<file path="src/rtl/spi_register_bank.sv">
// Command decoder and register file behind the SPI slave byte receiver.
// The first byte of a transaction selects read/write and a start address; later bytes auto-increment.
module spi_register_bank #(
    parameter int unsigned REG_COUNT   = 16,
    parameter int unsigned ADDR_WIDTH  = 4,
    parameter logic [7:0]  RESET_VALUE = 8'h00
) (
    input  logic                   Clock,
    input  logic                   Reset,
    input  logic                   Active_i,
    input  logic [7:0]             ByteData_i,
    input  logic                   ByteDone_i,
    output logic [7:0]             TxByte_o,
    output logic [8*REG_COUNT-1:0] Regs_o,
    output logic                   WriteStrobe_o,
    output logic [ADDR_WIDTH-1:0]  WriteAddr_o,
    output logic                   AddrError_o
);

    localparam logic [2:0] StIdle    = 3'd0;
    localparam logic [2:0] StCmd     = 3'd1;
    localparam logic [2:0] StWrite   = 3'd2;
    localparam logic [2:0] StRead    = 3'd3;
    localparam logic [2:0] StDiscard = 3'd4;

    localparam logic [7:0] RegCountByte = 8'(REG_COUNT);

    logic [2:0]            state_q, state_d;
    logic [ADDR_WIDTH-1:0] ptr_q, ptr_d, ptr_inc, cmd_addr;
    logic [ADDR_WIDTH-1:0] waddr_q, waddr_d;
    logic [7:0]            tx_q, tx_d;
    logic                  strobe_q, strobe_d;
    logic                  err_q, err_d;
    logic                  active_q;
    logic                  addr_bad;
    logic [7:0]            regs_q [REG_COUNT];

    always_comb begin
        ptr_inc  = ptr_q + ADDR_WIDTH'(1);
        cmd_addr = ByteData_i[ADDR_WIDTH-1:0];
        addr_bad = {1'b0, ByteData_i[6:0]} >= RegCountByte;

        state_d  = state_q;
        ptr_d    = ptr_q;
        tx_d     = tx_q;
        strobe_d = 1'b0;
        waddr_d  = waddr_q;
        err_d    = err_q;

        // Abort beats the start edge, which beats any coincident byte.
        if (!Active_i) begin
            state_d = StIdle;
        end else if (!active_q) begin
            state_d = StCmd;
            err_d   = 1'b0;
            tx_d    = 8'h00;
        end else if (ByteDone_i) begin
            case (state_q)
                StCmd: begin
                    if (addr_bad) begin
                        err_d   = 1'b1;
                        tx_d    = 8'h00;
                        state_d = StDiscard;
                    end else begin
                        ptr_d = cmd_addr;
                        if (ByteData_i[7]) begin
                            state_d = StRead;
                            tx_d    = regs_q[cmd_addr];
                        end else begin
                            state_d = StWrite;
                        end
                    end
                end
                StWrite: begin
                    strobe_d = 1'b1;
                    waddr_d  = ptr_q;
                    ptr_d    = ptr_inc;
                end
                StRead: begin
                    ptr_d = ptr_inc;
                    tx_d  = regs_q[ptr_inc];
                end
                StDiscard: begin
                    tx_d = 8'h00;
                end
                default: ;
            endcase
        end
    end

    always_ff @(posedge Clock or negedge Reset) begin
        if (!Reset) begin
            state_q  <= StIdle;
            ptr_q    <= '0;
            waddr_q  <= '0;
            tx_q     <= 8'h00;
            strobe_q <= 1'b0;
            err_q    <= 1'b0;
            active_q <= 1'b0;
            for (int i = 0; i < int'(REG_COUNT); i++) begin
                regs_q[i] <= RESET_VALUE;
            end
        end else begin
            state_q  <= state_d;
            ptr_q    <= ptr_d;
            waddr_q  <= waddr_d;
            tx_q     <= tx_d;
            strobe_q <= strobe_d;
            err_q    <= err_d;
            active_q <= Active_i;
            if (strobe_d) begin
                regs_q[ptr_q] <= ByteData_i;
            end
        end
    end

    for (genvar i = 0; i < int'(REG_COUNT); i++) begin : g_regs_out
        assign Regs_o[8*i +: 8] = regs_q[i];
    end

    assign TxByte_o      = tx_q;
    assign WriteStrobe_o = strobe_q;
    assign WriteAddr_o   = waddr_q;
    assign AddrError_o   = err_q;

endmodule

</file>
<file path="config.mk">
export PLATFORM = sky130hd
export DESIGN_NAME = spi_register_bank
export DESIGN_NICKNAME = d
export VERILOG_FILES = /design/src/rtl/spi_register_bank.sv
export SDC_FILE = /design/constraint.sdc
export NUM_CORES = 1
export LEC_CHECK = 0
export ABC_AREA = 1
export BUFFER_PORTS_ARGS = -buffer_cell sky130_fd_sc_hd__buf_2
export CAP_MARGIN = 20
export CORE_ASPECT_RATIO = 0.5
export CORE_MARGIN = 2
export CORE_UTILIZATION = 30
export DETAILED_ROUTE_END_ITERATION = 6
export PLACE_DENSITY = 0.46
export SLEW_MARGIN = 5
export SYNTH_ARGS = -nofsm -noshare
export SYNTH_HDL_FRONTEND = slang
export SYNTH_SLANG_ARGS = --single-unit
</file>
<file path="constraint.sdc">
create_clock -name Clock -period 2.65 [get_ports Clock]
set_clock_uncertainty 0.15 [all_clocks]
set_input_delay 0.53 -clock Clock [delete_from_list [all_inputs] [get_ports Clock]]
set_output_delay 0.53 -clock Clock [all_outputs]
set_load 0.02 [all_outputs]
</file>
# Word-level counts from Yosys, hierarchy flattened
# Cells that the tools add are included.
# classes
n_mux	30
n_addsub	1
eq_ne	12
div	0
n_lt_le_gt_ge	5
mul	0
n_bitwise	3
n_reduce_logical	8
shifts	0
# op_table
operator	count
bitwise mux 128 bit	1
two-way mux 8 bit	9
binary-select mux 8 bit (select 4 bit)	2
demux 8 bit (select 4 bit)	1
one-hot mux 8 bit (3 select lines)	1
greater-or-equal comparator 5 bit, second input constant	3
two-way mux 3 bit	5
NOT 4 -> 5 bit	3
AND reduction 4 bit	3
two-way mux 1 bit	9
one-hot mux 4 bit (2 select lines)	1
greater-or-equal comparator 7 x 5 -> 1 bit, second input constant	1
equality test 3 x 2 -> 1 bit, second input constant	2
< comparator 5 x 1 -> 1 bit, second input constant	1
AND reduction 5 bit	1
adder 4 x 1 -> 4 bit, second input constant	1
two-way mux 4 bit	1
inequality test 2 x 1 -> 1 bit, second input constant	2
inequality test 2 bit, second input constant	2
inequality test 4 x 1 -> 1 bit, second input constant	1
inequality test 4 bit, second input constant	1
equality test 3 x 1 -> 1 bit, second input constant	1
equality test 3 bit, second input constant	1
inequality test 3 x 2 -> 1 bit, second input constant	1
5 further kinds	5
# word_totals
wordCells	82
mem_count	0
ram_bits	0
register_bits	150
input_bits	12
romBits	0
latch_bits	0

# Longest topological paths before layout
# logic_depth
word_depth	9
ltp_mapped	15
mapped_depth_nobuf	12

# Worst setup path after synthesis
# No wires, ideal clock.
# synth_path
path_kind	reg-to-reg
from	register ptr_q[0]
to	register tx_q[2], in the netlist TxByte_o[2]
period_less_slack_ns	2.455
required_ns	2.435
stages_incl_launch_ff	16
path_slack_ns	0.195
t_arrival_ns	2.240
setup_ns	0.065
path_buffers	4
path_cell_list	dfrtp_1 -> buf_2 -> inv_2 -> clkbuf_1 -> ha_1 -> clkbuf_1 -> inv_1 -> buf_1 -> nand3_1 -> nand3_1 -> nand3_1 -> nand3_1 -> nand2_1 -> inv_1 -> nand2_1 -> nand2_1
# synth_between
elab_chain_len	8
# synth_lines
element	line_no	source
from (decl)	29	logic [ADDR_WIDTH-1:0] ptr_q, ptr_d, ptr_inc, cmd_addr;
from (signal assigned)	105	ptr_q <= ptr_d;
adder 4 x 1 -> 4 bit	39	ptr_inc = ptr_q + ADDR_WIDTH'(1);
NOT 4 -> 5 bit (not written as such)	81	tx_d = regs_q[ptr_inc];
binary-select mux 8 bit (select 4 bit)	81	
two-way mux 8 bit (not written as such) (2 in a row)	81	
one-hot mux 8 bit (3 select lines)	58	case (state_q)
two-way mux 8 bit	57	end else if (ByteDone_i) begin
two-way mux 8 bit	53	end else if (!active_q) begin
to (signal assigned)	107	tx_q <= tx_d;
to (decl)	31	logic [7:0] tx_q, tx_d;
# Every way passes these cells. The select of a mux whose other input is x is not followed.
# A chain may end at the register's enable or synchronous reset.

# Final worst setup path
# layout_path
from	register ptr_q[1]
to	register tx_q[6], in the netlist TxByte_o[6]
# The elaborated chain is that of the path after synthesis.

==> results list <==
- The floorplan step set the die width to 249 µm.
- Pre-CTS setup slack: 0.346 ns
* Post-route standard cell area excluding fillers: roughly 11000 µm²
- Once placement finished, the instance area stood at 10100 µm².
- Placed instance count: 1764
* Final weighted congestion in routability-driven placement: 0.900
* NumNets Final: 1409
- After clock tree synthesis, the flow added hold-fix buffers numbering 1.
- P per Cell Area: 591 nW/µm²
- Share of final-layout standard cells stronger than drive strength 1: 0.207
* Final critical-path share of the clock period: 0.914
- The later pin in the worst-skew pair is clocked with a latency of 0.45 ns.
* Critical Path Start Type: flop
- Top library cells by usage in the layout, fill and taps aside: 456 x sky130_fd_sc_hd__nand2_1, 208 x sky130_fd_sc_hd__nand3_1, 158 x sky130_fd_sc_hd__inv_1, 152 x sky130_fd_sc_hd__buf_2, 149 x sky130_fd_sc_hd__dfrtp_1
- The flow ran to the end, and the final reports show no timing, DRC or antenna violations.
- For the worst setup path, the data required time is 2.83 ns.
* Clk Tree Root Cell: sky130_fd_sc_hd__clkbuf_16
- In this run the tool buffered the top-level ports with 153 buffer cells.
* Vias per Instance: ~5
- Peak supply drop: 0.429 mV
* Die outline area: between 30000 and 40000 µm²
- The max-slew violation count was 0.
- The share of the Yosys chip area taken by registers is 0.419.
* Post-synthesis instance area: approximately 9000 µm²
- In the detailed route, the total length drawn on met2 is 15.3 mm.
* Max-slew headroom: 0.496
- Maximum clock frequency: 413 MHz
- Kind of end point of the critical path: flop
* Post-route core utilization: 0.369
- The detailed router put a total of 16.6 mm of wire on met1.
* Arrival time at the worst endpoint: about 2.6 ns
* DRC viols: 0
- Signal routing reaches up to met4.
- The library cell used most frequently in the layout, excluding fill and tap cells, is sky130_fd_sc_hd__nand2_1.
- Synthesis inferred 150 register bits.
- The floorplan step set the die height to 126 µm.
- The routed design has 34.7 mm of wire.
- Final Non-Filler Cells: 1797
* Clock tree from TritonCTS: done
- For the pin with the worst max-slew slack, the measured transition is 0.753 ns.
- Maximum number of buffers from clock root to sink: 2
- Number of warnings issued by yosys: 0
* Count of boundary I/O pins: 154
- Remaining Overflow, GRT: 0
- The first detailed-routing pass took 5 iterations.
- When the netlist entered floorplanning its net count stood at 1282.
- After clock tree synthesis, the setup repair step added 0 buffers.
- The initial utilization of the core area, before any placement, comes to 0.307.
* TritonCTS Buffers: 17
* Wire length of the first global-routing pass: 53.0 mm
- For this run, the total global-route usage over all layers was measured as 0.223.
- Once the clock tree was built, the resizer swapped 0 gates to a different size.
- Time the final worst path needs with I/O delays and setup: about 2.4 ns
* Number of instances in the synthesized netlist: around 1300
- Across the run, the number of max-cap violations was 0.
* Total vias in the final route: 8954
- The area growth from synthesis to layout is 20.1%.
- Routed length on met3: 2.13 mm
- The clock drives 150 sinks.
- Worst Slack Setup Final: 0.227 ns
- In this run the mean area of a mapped cell was 7.08 µm².
- Leakage dissipation: 5.75 nW
* Count of final hold-check violations: 0
- Unrepaired setup endpoints after global routing: false
- Clock transition at path regs: 0.07 ns
- The count of nets left with antenna violations once routing finished came out at 0.
- Setup TNS: 0 ns
- After the first detailed-routing iteration, the DRC count stood at 801.
- H-tree depth: 4
- Largest net degree at the start of global routing: 82
- Detail-routed net length per standard cell: about 19 µm
- In this run the worst path has a maximum fanout of 16.
* Post-detailed-placement half-perimeter wirelength: 24.8 mm
- The number of global-route vias before repair came to a little under 9000.
- The path class of the tightest hold or removal check is input pin to flop.
- Area inside the core boundary: 29200 µm²
* Category of the most critical setup path: flop to flop
* Number of placement rows: 44
- Initial antenna violation count: 1
- Number of unique standard cell types used by synthesis: 32
- Number of endpoints failing setup at the final stage: 0
[kinds of logic (layout without fill, tap and decap cells)]
logic type	count (synthesis)	after routing	synth area share
xor+xnor	2	2	0.00195
fa+ha+maj	4	4	0.00558
buf+inv	241	380	0.113
simple gates	702	702	0.344
other cells	0	1	0
compound gates	167	167	0.117
flops	150	150	0.419
[cell type report]
type	instances	area [µm²]
Clock inverter	7	119
Tap cell	391	489
Antenna cell	1	2.50
Sequential cell	150	3750
Clock buffer	24	492
Timing Repair Buffer	184	1080
Multi-Input combinational cell	875	4210
Fill cell	3131	18400
Inverter	165	624
[routing by layer]
metal / vias up / track usage
li1: 4285 / -
met1: 4342 / 0.319
met2: 294 / 0.337
met3: 33 / 0.0519
met4: 0 / 0.0581
met5: - / 0
[synth_stat cells]
cell type | n | area (µm²)
sky130_fd_sc_hd__inv_6 | 1 | 8.76
sky130_fd_sc_hd__a21oi_1 | 3 | 15.0
sky130_fd_sc_hd__nor3_4 | 1 | 16.3
sky130_fd_sc_hd__clkinv_1 | 1 | 3.75
sky130_fd_sc_hd__nand2_2 | 10 | 62.6
sky130_fd_sc_hd__nand2_1 | 456 | 1710
sky130_fd_sc_hd__buf_2 | 17 | 85.1
sky130_fd_sc_hd__clkbuf_1 | 35 | 131
sky130_fd_sc_hd__dfrtp_1 | 150 | 3750
sky130_fd_sc_hd__nor2_1 | 7 | 26.3
sky130_fd_sc_hd__inv_1 | 158 | 593
sky130_fd_sc_hd__o21ai_1 | 61 | 305
sky130_fd_sc_hd__xor2_1 | 2 | 17.5
sky130_fd_sc_hd__nand3_4 | 3 | 52.6
sky130_fd_sc_hd__nand4_1 | 1 | 6.26
sky130_fd_sc_hd__o22ai_1 | 3 | 18.8
sky130_fd_sc_hd__nand2_4 | 6 | 67.6
sky130_fd_sc_hd__buf_6 | 10 | 113
sky130_fd_sc_hd__nand3_2 | 1 | 10.0
sky130_fd_sc_hd__buf_4 | 1 | 7.51
sky130_fd_sc_hd__buf_1 | 13 | 48.8
sky130_fd_sc_hd__nor2_4 | 5 | 56.3
sky130_fd_sc_hd__nand3_1 | 208 | 1040
sky130_fd_sc_hd__inv_2 | 5 | 18.8
sky130_fd_sc_hd__ha_1 | 4 | 50.1
sky130_fd_sc_hd__o21ai_2 | 44 | 385
sky130_fd_sc_hd__o21ai_0 | 38 | 190
sky130_fd_sc_hd__nor3_1 | 1 | 5.00
sky130_fd_sc_hd__o211ai_1 | 18 | 135
sky130_fd_sc_hd__or2_2 | 1 | 6.26
sky130_fd_sc_hd__nor2_8 | 1 | 20.0
sky130_fd_sc_hd__nor2_2 | 1 | 6.26
[metrics by stage]
stage               power [mW]  hold slack (ns)
floorplan                 3.24           0.0844
global placement          3.80            0.313
detailed placement        3.80            0.319
CTS                       6.40           0.0446
global route              6.65           0.0529
finish                    6.37           0.0667
[registers in the layout, indices dropped and copies added (netlist names)]
signal / cells
WriteStrobe_o: 1
AddrError_o: 1
active_q: 1
WriteAddr_o: 4
ptr_q: 4
state_q: 3
TxByte_o: 8
Regs_o: 128
[final timing paths]
kind                             start     endpoint  slack [ns]  cells after the start
max                           ptr_q[1]  TxByte_o[6]        0.23                     12
min                           Active_i     active_q        0.07                      1
max reg2reg                   ptr_q[1]  TxByte_o[6]        0.23                     12
min reg2reg                TxByte_o[7]  TxByte_o[7]        0.33                      2
max in group asynchronous        Reset   Regs_o[34]        1.42                      3
min in group asynchronous        Reset   Regs_o[85]        0.49                      3
[power breakdown]
group / switching [mW] / total (mW) / leakage [nW] / internal (mW)
combinational: 1.05 / 1.45 / 3.38 / 0.392
sequential: 0.0263 / 2.35 / 2.08 / 2.32
clock: 1.00 / 2.58 / 0.293 / 1.58
total: 2.08 / 6.37 / 5.75 / 4.29
[worst max-delay path: stages (launching register included)]
cell and delay, ns:
sky130_fd_sc_hd__dfrtp_1 0.41, sky130_fd_sc_hd__ha_1 0.38, sky130_fd_sc_hd__inv_2 0.12, sky130_fd_sc_hd__nand2_1 0.10
sky130_fd_sc_hd__nand2_2 0.08, sky130_fd_sc_hd__inv_2 0.32, sky130_fd_sc_hd__nand3_1 0.28, sky130_fd_sc_hd__nand3_1 0.15
sky130_fd_sc_hd__nand3_1 0.09, sky130_fd_sc_hd__nand2_1 0.07, sky130_fd_sc_hd__inv_1 0.04, sky130_fd_sc_hd__nand2_1 0.07
sky130_fd_sc_hd__nand2_1 0.06
Power figures use the tool's default switching activity.
